### src/rtl/instr_loader_if.sv
// Byte-stream input and instruction-memory write bus of the program loader.
interface instr_loader_if #(
  parameter int unsigned ADDR_W = 12
);
  logic [7:0]        in_data;
  logic              in_valid;
  logic              in_ready;
  logic              imem_we;
  logic [ADDR_W-1:0] imem_addr;
  logic [15:0]       imem_wdata;

  // Loader side: consumes bytes, drives memory writes.
  modport slave (
    input  in_data,
    input  in_valid,
    output in_ready,
    output imem_we,
    output imem_addr,
    output imem_wdata
  );

  // Source side: supplies bytes, observes memory writes.
  modport master (
    output in_data,
    output in_valid,
    input  in_ready,
    input  imem_we,
    input  imem_addr,
    input  imem_wdata
  );
endinterface

### src/rtl/instr_loader.sv
// Program loader: assembles a big-endian byte stream into 16-bit words and
// writes them into instruction memory until a HLT word or the memory end.
module instr_loader #(
  parameter int unsigned ADDR_W = 12
) (
  input  logic              clock,
  input  logic              reset,
  input  logic              start,
  instr_loader_if.slave     bus,
  output logic [ADDR_W:0]   word_count,
  output logic              exec,
  output logic              done,
  output logic              error
);

  typedef enum logic [2:0] {StIdle, StHi, StLo, StWrite, StDone, StErr} state_e;

  localparam logic [ADDR_W-1:0] AddrOne  = 1;
  localparam logic [ADDR_W:0]   CountOne = 1;

  state_e            state_q, state_d;
  logic [7:0]        hi_q, hi_d;
  logic [7:0]        lo_q, lo_d;
  logic [ADDR_W-1:0] addr_q, addr_d;
  logic [ADDR_W:0]   count_q, count_d;
  logic              is_hlt;
  logic              at_last;

  // HLT: top two bits of the high byte set and upper nibble of the low byte set.
  assign is_hlt  = (hi_q[7:6] == 2'b11) && (lo_q[7:4] == 4'hF);
  assign at_last = &addr_q;

  // State and datapath registers; reset wins over every other input.
  always_ff @(posedge clock) begin
    if (reset) begin
      state_q <= StIdle;
      hi_q    <= '0;
      lo_q    <= '0;
      addr_q  <= '0;
      count_q <= '0;
    end else begin
      state_q <= state_d;
      hi_q    <= hi_d;
      lo_q    <= lo_d;
      addr_q  <= addr_d;
      count_q <= count_d;
    end
  end

  // Next-state and datapath update.
  always_comb begin
    state_d = state_q;
    hi_d    = hi_q;
    lo_d    = lo_q;
    addr_d  = addr_q;
    count_d = count_q;
    unique case (state_q)
      StIdle, StDone, StErr: begin
        if (start) begin
          state_d = StHi;
          addr_d  = '0;
          count_d = '0;
        end
      end
      StHi: begin
        if (bus.in_valid) begin
          hi_d    = bus.in_data;
          state_d = StLo;
        end
      end
      StLo: begin
        if (bus.in_valid) begin
          lo_d    = bus.in_data;
          state_d = StWrite;
        end
      end
      StWrite: begin
        count_d = count_q + CountOne;
        if (is_hlt) begin
          state_d = StDone;
        end else if (at_last) begin
          // No wrap-around: the address stays on the last word.
          state_d = StErr;
        end else begin
          addr_d  = addr_q + AddrOne;
          state_d = StHi;
        end
      end
      default: state_d = StIdle;
    endcase
  end

  // Moore outputs decoded from the registered state.
  always_comb begin
    bus.in_ready   = (state_q == StHi) || (state_q == StLo);
    bus.imem_we    = (state_q == StWrite);
    bus.imem_addr  = addr_q;
    bus.imem_wdata = {hi_q, lo_q};
    word_count     = count_q;
    done           = (state_q == StDone);
    exec           = (state_q == StDone);
    error          = (state_q == StErr);
  end

endmodule

### src/flat_wrapper.sv
// flat-port wrapper written by rule: the top's interface ports become plain ports
module instr_loader_flat 
#(
  parameter int unsigned ADDR_W = 12
)
  (clock, reset, start, word_count, exec, done, error, bus_in_data, bus_in_valid, bus_in_ready, bus_imem_we, bus_imem_addr, bus_imem_wdata);
  instr_loader_if #(.ADDR_W(ADDR_W)) bus_i ();
  input  logic clock;
  input  logic reset;
  input  logic start;
  output logic [ADDR_W:0] word_count;
  output logic exec;
  output logic done;
  output logic error;
  input wire logic [$bits(bus_i.in_data)-1:0] bus_in_data;
  input wire logic [$bits(bus_i.in_valid)-1:0] bus_in_valid;
  output wire logic [$bits(bus_i.in_ready)-1:0] bus_in_ready;
  output wire logic [$bits(bus_i.imem_we)-1:0] bus_imem_we;
  output wire logic [$bits(bus_i.imem_addr)-1:0] bus_imem_addr;
  output wire logic [$bits(bus_i.imem_wdata)-1:0] bus_imem_wdata;
  assign bus_i.in_data = bus_in_data;
  assign bus_i.in_valid = bus_in_valid;
  assign bus_in_ready = bus_i.in_ready;
  assign bus_imem_we = bus_i.imem_we;
  assign bus_imem_addr = bus_i.imem_addr;
  assign bus_imem_wdata = bus_i.imem_wdata;
  instr_loader #(.ADDR_W(ADDR_W)) u_core (.clock(clock), .reset(reset), .start(start), .bus(bus_i), .word_count(word_count), .exec(exec), .done(done), .error(error));
endmodule
### config.mk
export PLATFORM = sky130hd
export DESIGN_NAME = instr_loader_flat
export DESIGN_NICKNAME = d
export VERILOG_FILES = /design/src/rtl/instr_loader_if.sv /design/src/rtl/instr_loader.sv /design/src/flat_wrapper.sv
export SDC_FILE = /design/constraint.sdc
export NUM_CORES = 1
export LEC_CHECK = 0
export ABC_AREA = 1
export BUFFER_PORTS_ARGS = -buffer_cell sky130_fd_sc_hd__buf_2
export CAP_MARGIN = 20
export CORE_UTILIZATION = 25
export DETAILED_ROUTE_END_ITERATION = 10
export SYNTH_ARGS = -nofsm -noshare
export SYNTH_HDL_FRONTEND = slang
export SYNTH_SLANG_ARGS = --single-unit
### constraint.sdc
create_clock -name clock -period 1.32 [get_ports clock]
set_input_delay 0.264 -clock clock [delete_from_list [all_inputs] [get_ports clock]]
set_output_delay 0.264 -clock clock [all_outputs]
set_load 0.02 [all_outputs]
==> flow_summary.json <==
{
  "status": "finished with violations",
  "violated_checks": "setup timing",
  "timing.fmax_ghz": 0.672,
  "setup.worst_path.end_class": "primary output",
  "grt_setup_unrepaired": "yes",
  "reg2reg_to": "u_core.bus.imem_addr[6]",
  "drt_iter0_markers": 102,
  "n_antenna_cell": 0,
  "r2r_cells": 9,
  "syn_area_per_cell_sq_um": 6.51,
  "clock_tree.htree_level_count": 2,
  "buffer_ports.inserted": 57,
  "clock-skew-final_ps": 13.7,
  "die_h_um": 97.0,
  "fp.dieW_um": 97.0,
  "leakagePower_nw": 1.72,
  "top_layer": "met4",
  "wl_um": 7010,
  "layout-area-overhead-vs-synth_pct": 62.5,
  "crit_arrival_ps": 1220,
  "setup_tns_ps": -1840,
  "post_route_ant_nets": 0,
  "design.die.area_sq_um": 9420,
  "drive_gt1_share_pct": 45.3,
  "report.final.hold_viol_count": 0,
  "yosys_warnings": 0,
  "worstSetupPathType": "flop to primary output",
  "cts_sinks": 44,
  "timing.final.crit_period_ps": 1490,
  "total_count_of_max_transition_violations_in_the_final_report": 0,
  "synth.net_count": 361,
  "vias_after_detailed_routing": 2576,
  "routed-wl-met2_um": 3550,
  "post-route-period-util_pct": 113,
  "wl_met3_um": 265,
  "placementRows": 34,
  "crit-reg2reg-launch": "u_core.state_q[0]",
  "slew_headroom_pct": 83.5,
  "regToRegSetupSlack_ps": -100,
  "gr-usage-all-layers_pct": 14.8,
  "synthCells": 347,
  "min-delay-path-class": "input port to flop",
  "hold-worst-slack_ps": 198,
  "postSynth.asyncResetShare_pct": 0,
  "pwr_density_cell_nw_per_um2": 997,
  "first_pass_grt_wire_length_um": 11300,
  "worst-endpoint-required_ps": 1060,
  "start_kind": "flop",
  "antenna_found_initial": 0,
  "min_delay_path_depth": 3,
  "drt-wirelength-per-cell_um": 12.4,
  "setup_viol_count_final": 31,
  "place_congestion": 0.837,
  "initial_utilization_pct": 25.9,
  "cts_max_path_bufs": 2,
  "drc": 0,
  "worst_supply_voltage_drop_on_vdd_v": 0.000480,
  "timing.hold.worst_endpoint": "u_core.lo_q[0]",
  "crit_path_max_fo": 3,
  "grt_start_max_net_pins": 25,
  "min_from": "bus_in_data[0]",
  "firstDrtPassIters": 5,
  "tritoncts_clock_tree": "yes",
  "layout_setup_ws_ps": -169,
  "met1Wirelength_um": 3110,
  "ios": 58,
  "dominantRegCellSynth": "sky130_fd_sc_hd__dfxtp_1",
  "clk-insertion-delay-late_ps": 300,
  "root_buffer": "sky130_fd_sc_hd__clkbuf_8",
  "synthDistinctLibCells": 31,
  "post_drt_via_cell_ratio": 4.54,
  "syn-cell-area_sq_um": 2260,
  "cts.reportedPaths.clkPinSlew_ps": 90,
  "finalNetCount": 473,
  "synth_edf_count": 0,
  "vias_in_the_first_global_route": 2469,
  "final.fill_count": 885,
  "synth-seq-area-share_pct": 39.0,
  "cts_inserted_buffers": 5,
  "placeableCoreArea_sq_um": 8720,
  "hpwl_um": 4860,
  "max_cap_viols": 0,
  "grt_overflow": 0,
  "ys_ff_latch": 44,
  "tightestPinTransition_ps": 247
}
-- placed cells by master, fill, tap and decap left out, drive strengths merged --
master / n
buf: 112
nand2: 84
nor2: 73
dfxtp: 44
inv: 43
o21ai: 27
nand3: 27
a21oi: 17
nand4: 9
clkbuf: 7
nor3: 6
ha: 2
o21a: 1
a22oi: 1
a22o: 1
nor3b: 1
o211ai: 1
a31o: 1
xor2: 1
bufinv: 1
-- critical path, cell delays in order (launching register included) --
cell                      delay [ps]
sky130_fd_sc_hd__dfxtp_2         370
sky130_fd_sc_hd__buf_6           140
sky130_fd_sc_hd__inv_8            40
sky130_fd_sc_hd__nor2_4          100
sky130_fd_sc_hd__nand2_2          80
sky130_fd_sc_hd__nand2_4          70
sky130_fd_sc_hd__buf_6           120
-- kinds of logic after synthesis --
family	count (synthesis)	share of synthesized area (%)
AND/OR/NAND/NOR	199	38.1
buffers and inverters	52	9.69
AO/OA/AOI/OAI	49	11.7
flip-flops	44	39.0
adder cells (fa/ha/maj)	2	1.11
XOR/XNOR	1	0.388
-- state kept, by name, summed over array words and instances, names as in the netlist --
| register | cells |
|---|---|
| u_core.bus.imem_addr | 12 |
| u_core.hi_q | 8 |
| u_core.state_q | 3 |
| u_core.lo_q | 8 |
| u_core.word_count | 13 |
-- worst max path at each step --
| stage | start | end | slack, ps | depth (start not counted) |
|---|---|---|---|---|
| 4_1_cts | u_core.state_q[2] | done | -150 | 4 |
| 3_3_place_gp | u_core.state_q[2] | u_core.bus.imem_addr[10] | -40 | 7 |
| 5_1_grt | u_core.state_q[0] | bus_in_ready | -220 | 6 |
| 6_report | u_core.state_q[0] | bus_in_ready | -170 | 6 |
| 2_1_floorplan | u_core.bus.imem_addr[1] | u_core.bus.imem_addr[0] | -40 | 9 |
| 3_5_place_dp | u_core.state_q[2] | u_core.bus.imem_addr[10] | -70 | 7 |
-- per-layer routing --
metal  vias to the layer above  global-route usage, %
met3                        10                   3.47
met1                      1191                   18.4
met5                         -                      0
li1                       1331                      -
met2                        44                   25.3
met4                         0                   4.36
-- Yosys cell counts (all sizes together) (2+ instances only) --
library cell / number / area share, %
nand2: 84 / 15
nor2: 73 / 13
dfxtp: 44 / 39
inv: 43 / 7.1
o21ai: 27 / 6.0
nand3: 26 / 6.2
a21oi: 17 / 3.9
nand4: 9 / 3.2
buf: 7 / 2.2
nor3: 6 / 1.3
clkbuf: 2 / 0.33
ha: 2 / 1.1
-- report_power, final --
group          switching (mW)  internal [mW]
registers              0.0469           1.40
logic                   0.591          0.484
clock network           0.464          0.669
-- metrics by stage --
step / total power, mW / utilization (%) / std cells / setup WS [ps] / area [sq um]
6_report: 3.66 / 42.1 / 567 / -169 / 3670
2_1_floorplan: 1.93 / - / 347 / -38.2 / 2320
5_1_grt: 3.88 / 42.1 / 567 / -221 / 3670
3_3_place_gp: 2.21 / 34.7 / 545 / -42.4 / 3020
4_1_cts: 3.51 / 38.3 / 559 / -147 / 3340
3_5_place_dp: 2.22 / 34.7 / 545 / -68.3 / 3020
-- cell type report --
| class | instances | area [sq um] | area share (%) |
|---|---|---|---|
| Tap cell | 108 | 135 | 3.68 |
| Timing Repair Buffer | 113 | 857 | 23.4 |
| Clock buffer | 6 | 93.8 | 2.56 |
| Inverter | 43 | 179 | 4.88 |
| Sequential cell | 44 | 915 | 24.9 |
| Clock inverter | 1 | 30.0 | 0.818 |
| Multi-Input combinational cell | 252 | 1460 | 39.8 |
-- what timing repair did --
item | in CTS | in global routing
setup buffers | 6 | 8
pin swaps | 8 | 30
hold endpoints to repair | 0 | 0
resized for setup | 37 | 72
cloned | 1 | 1
hold buffers | 0 | 0
setup endpoints to repair | 30 | 42
(Power assumes the default switching activity.)
